==> src/rtl/dcm_reset_sequencer.sv <==
// Bring-up sequencer for the board DCM and game core: pulses DCM reset, retries on
// missing lock, and holds the core in reset until lock has been stable long enough.
module dcm_reset_sequencer #(
    parameter int unsigned DCM_RST_CYCLES = 3,
    parameter int unsigned LOCK_TIMEOUT   = 65536,
    parameter int unsigned STABLE_CYCLES  = 1024,
    parameter int unsigned MAX_RETRIES    = 7
) (
    input  logic       CLK_32MHZ,
    input  logic       RESET_N,
    input  logic       CLK_LOCKED,
    output logic       DCM_RST,
    output logic       CORE_RESET,
    output logic       LOCK_FAIL,
    output logic [3:0] RETRY_COUNT,
    output logic [2:0] STATE
);

    localparam int unsigned MAX_A = (DCM_RST_CYCLES > LOCK_TIMEOUT) ? DCM_RST_CYCLES : LOCK_TIMEOUT;
    localparam int unsigned MAX_P = (MAX_A > STABLE_CYCLES) ? MAX_A : STABLE_CYCLES;
    localparam int unsigned CNT_W = (MAX_P > 1) ? $clog2(MAX_P) : 1;

    localparam logic [2:0] S_DCM_RESET = 3'd0;
    localparam logic [2:0] S_WAIT_LOCK = 3'd1;
    localparam logic [2:0] S_STABLE    = 3'd2;
    localparam logic [2:0] S_RUN       = 3'd3;
    localparam logic [2:0] S_FAIL      = 3'd4;

    localparam logic [CNT_W-1:0] DCM_LAST     = CNT_W'(DCM_RST_CYCLES - 1);
    localparam logic [CNT_W-1:0] TIMEOUT_LAST = CNT_W'(LOCK_TIMEOUT - 1);
    localparam logic [CNT_W-1:0] STABLE_LAST  = CNT_W'(STABLE_CYCLES - 1);
    localparam logic [3:0]       RETRY_LIMIT  = 4'(MAX_RETRIES);

    logic             sync_q;
    logic             locked_s;
    logic [CNT_W-1:0] cnt;
    logic [CNT_W-1:0] cnt_nxt;
    logic [2:0]       state_nxt;
    logic [3:0]       retry_nxt;

    // Two-flop synchronizer for the asynchronous DCM lock indication
    always_ff @(posedge CLK_32MHZ or negedge RESET_N) begin
        if (!RESET_N) begin
            sync_q   <= 1'b0;
            locked_s <= 1'b0;
        end else begin
            sync_q   <= CLK_LOCKED;
            locked_s <= sync_q;
        end
    end

    // State, shared counter, retry count and next-state-decoded outputs
    always_ff @(posedge CLK_32MHZ or negedge RESET_N) begin
        if (!RESET_N) begin
            STATE       <= S_DCM_RESET;
            cnt         <= '0;
            RETRY_COUNT <= 4'd0;
            DCM_RST     <= 1'b1;
            CORE_RESET  <= 1'b1;
            LOCK_FAIL   <= 1'b0;
        end else begin
            STATE       <= state_nxt;
            cnt         <= cnt_nxt;
            RETRY_COUNT <= retry_nxt;
            DCM_RST     <= (state_nxt == S_DCM_RESET);
            CORE_RESET  <= (state_nxt != S_RUN);
            LOCK_FAIL   <= (state_nxt == S_FAIL);
        end
    end

    // Next-state logic; lock takes priority over timeout, lock loss over release
    always_comb begin
        state_nxt = STATE;
        retry_nxt = RETRY_COUNT;
        cnt_nxt   = cnt;
        case (STATE)
            S_DCM_RESET: begin
                if (cnt == DCM_LAST) begin
                    state_nxt = S_WAIT_LOCK;
                end
            end
            S_WAIT_LOCK: begin
                if (locked_s) begin
                    state_nxt = S_STABLE;
                end else if (cnt == TIMEOUT_LAST) begin
                    if (RETRY_COUNT == RETRY_LIMIT) begin
                        state_nxt = S_FAIL;
                    end else begin
                        retry_nxt = RETRY_COUNT + 4'd1;
                        state_nxt = S_DCM_RESET;
                    end
                end
            end
            S_STABLE: begin
                if (!locked_s) begin
                    state_nxt = S_WAIT_LOCK;
                end else if (cnt == STABLE_LAST) begin
                    state_nxt = S_RUN;
                end
            end
            S_RUN: begin
                if (!locked_s) begin
                    state_nxt = S_DCM_RESET;
                    retry_nxt = 4'd0;
                end
            end
            S_FAIL: begin
                state_nxt = S_FAIL;
            end
            default: begin
                state_nxt = S_DCM_RESET;
                retry_nxt = 4'd0;
            end
        endcase

        if (state_nxt != STATE) begin
            cnt_nxt = '0;
        end else if ((STATE == S_RUN) || (STATE == S_FAIL)) begin
            cnt_nxt = cnt;
        end else begin
            cnt_nxt = cnt + CNT_W'(1);
        end
    end

endmodule

==> config.mk <==
export PLATFORM = sky130hd
export DESIGN_NAME = dcm_reset_sequencer
export DESIGN_NICKNAME = d
export VERILOG_FILES = /design/src/rtl/dcm_reset_sequencer.sv
export SDC_FILE = /design/constraint.sdc
export NUM_CORES = 1
export LEC_CHECK = 0
export CAP_MARGIN = 25
export CORE_MARGIN = 1
export CORE_UTILIZATION = 55
export DETAILED_ROUTE_END_ITERATION = 12
export PLACE_DENSITY_LB_ADDON = 0.2
export SLEW_MARGIN = 20
export SYNTH_ARGS = -nofsm -noshare
export SYNTH_HDL_FRONTEND = slang
export SYNTH_SLANG_ARGS = --single-unit
==> constraint.sdc <==
create_clock -name CLK_32MHZ -period 2.4 [get_ports CLK_32MHZ]
set_input_delay 0.36 -clock CLK_32MHZ [delete_from_list [all_inputs] [get_ports CLK_32MHZ]]
set_output_delay 0.36 -clock CLK_32MHZ [all_outputs]
set_load 0.05 [all_outputs]
==> results.cfg <==
[synthesis]
synth_top_family_by_area = simple AND/OR/NAND/NOR gates
synthXorXnorAreaFrac = 0.0977
syn_inst = 155
synthArstFlopShare = 1.00
ys_seq_area_frac = 0.461
synth_simple_gate_area_frac = 0.310
ys_top_cells_by_area = dfrtp_1 (43%), xnor2_1 (6.3%), nor3_1 (5.6%)
ys_types = 37
avgSynthCellArea_sq_um = 9.83
synth_top_area_cell = dfrtp_1
synth-main-ff-cell = dfrtp_1
synth_edf_count = 0
ys_ff_latch = 28
netlist_area_sq_um = 1520
synth_top_area_share = 0.427
synthMuxAreaShare = 0
synth-compound-area-share = 0.0681
synth_adder_area_share = 0.0246
synthesis.nets = 161
yosys_warnings = 0

[timing]
hold_violations = 0
drv_slew = 0
max_freq_mhz = 475
fin_ws_ns = 0.295
tightest_slew_ns = 0.719
setup_violations = 0
min_period_ns = 2.11
skew_ns = 0.00426
relSlewSlack = 0.520
setup_tns_ns = 0
min_period_over_period = 0.877
rsz0062_at_grt = no

[final_layout]
nets = 173
final_cell_mix = dfrtp_1 (26), nor3_1 (17), nand2_1 (13), nor2_1 (13), clkdlybuf4s50_1 (12)
n_fill_cell = 211
fin_area_sq_um = 1690
syn_to_final_growth_pct = 10.6
multi_input_area_sq_um = 762
final_common_cell = dfrtp_1
seq_area_sq_um = 703
drive_gt1_frac = 0.0904
diodes = 0

[critical_path]
endpoint = STATE[1]
crit_chain = clkdlybuf4s50_1
reg2reg_depth = 6
path_class = flop to output pin
worst-path-stages = 1
max_stage_delay_ns = 0.86
timing.rr.start = cnt[0]$_DFFE_PN0P_
cp_top_family = buffers and inverters
critPathArrivalTime_ns = 1.75
rr_endpoint = cnt[3]$_DFFE_PN0P_
cp_num_buf_inv = 1
crit_path_max_fanout = 10
reg2reg_slack_ns = 0.34
cp-startpoint = STATE[1]$_DFF_PN0_
crit_slowest_cell = clkdlybuf4s50_1
start_kind = flop
worstPathRequired_ns = 2.04
cp-end-kind = output pin

[placed_design]
postPlaceCellArea_sq_um = 1650
pre_cts_ws_ns = 0.368
detailed_place_hpwl_um = 2220
io_buffers = 12
place.gp.congestion = 0.892

[clocking]
post_cts_buffers = 0
cts_tree = built
clk-insertion-delay-late_ns = 0.34
root_buffer = clkbuf_4
hold_buffers = 0
cts.sinks = 28
ctsResizeCount = 0
cts_max_path_buffers = 2
cts_buffers = 3
h-tree-depth = 1
clkTransAtPathRegs_ns = 0.15

[routing]
drc = 0
wl_per_cell_um = 15.5
drtAntennaViolNets = 0
via_per_inst = 6.16
num_vias = 1208
first_pass_iters = 4
finalWirelength_um = 3040
drtIter0Drc = 45

[min_path]
hold_path.class = input port to asynchronous set/reset pin

[die]
die-area_sq_um = 2990
die_y_um = 54.6
coreArea_sq_um = 2540
io_pins = 13
fp.dieW_um = 54.6
rows = 18
initial_core_util = 0.599

[grt]
grt-ovfl-total = 0
grt_max_degree = 17
antenna_found_initial = 0
grt_pass1_wl_um = 5080
grt_pass1_vias = 1178
grt_use_total = 0.241

[pwr]
pwr_density_cell_nw_per_um2 = 736
p_leak_uw = 0.000685
ir_drop_uv = 776

[run_status]
status = finished clean

[job]
cap_violations = 0
## logic make-up after synthesis
| group | after synthesis |
|---|---|
| adders and majority gates | 3 |
| DFF | 28 |
| AOI/OAI and AO/OA | 12 |
| buffers and inverters | 11 |
| and+or+nand+nor | 84 |
| xor gates and xnor gates | 17 |
## cell type report
cell class	count	area share
multi-input combinational	116	0.452
sequential	28	0.417
inverter	5	0.0111
clock buffer	4	0.0215
timing repair buffer	13	0.0757
tap	30	0.0223
## synthesized netlist by cell type (3+ instances only)
cell / instances
a21oi_1: 3
dfrtp_1: 26
nor2_1: 13
nor3_1: 17
nor4_1: 6
and3_1: 3
nand4_1: 5
nand3b_1: 3
buf_4: 4
inv_1: 5
nand2_1: 13
xor2_1: 6
nand3_1: 9
ha_1: 3
xnor2_1: 11
## where the power goes
group | leakage [uW] | internal [uW] | switching (uW)
clock network | 0.0000210 | 93.2 | 144
registers | 0.000375 | 525 | 62.9
logic | 0.000289 | 143 | 273
total | 0.000685 | 762 | 480
## how the worst min path moves through the flow
stage	endpoint	slack, ns	depth (start not counted)
after floorplan	LOCK_FAIL$_DFF_PN0_	0.06	0
after detailed placement	locked_s$_DFF_PN0_	0.35	0
after CTS	locked_s$_DFF_PN0_	0.38	0
after global placement	locked_s$_DFF_PN0_	0.33	0
after global routing	locked_s$_DFF_PN0_	0.38	0
final	cnt[8]$_DFFE_PN0P_	0.37	1
## state kept, by name, summed over array words and instances, names as in the netlist
signal and flops:
locked_s 1, cnt 16, RETRY_COUNT 4, LOCK_FAIL 1
STATE 3, CORE_RESET 1, sync_q 1, DCM_RST 1
## per-stage QoR
step	hold WS [ns]	std cells	utilization	total power [uW]
global route	0.384	196	0.662	1300
floorplan	0.0644	155	-	919
finish	0.374	196	0.662	1240
CTS	0.383	196	0.662	1250
global placement	0.334	192	0.648	1000
detailed placement	0.350	192	0.648	1010
## routing by layer
layer / GRT usage / wire length (um) / up-vias
met5: 0 / 0 / -
met4: 0.124 / 61 / 0
met3: 0.0389 / 104 / 4
met2: 0.388 / 1480 / 31
met1: 0.308 / 1400 / 592
li1: - / - / 581
(Power assumes the default switching activity.)
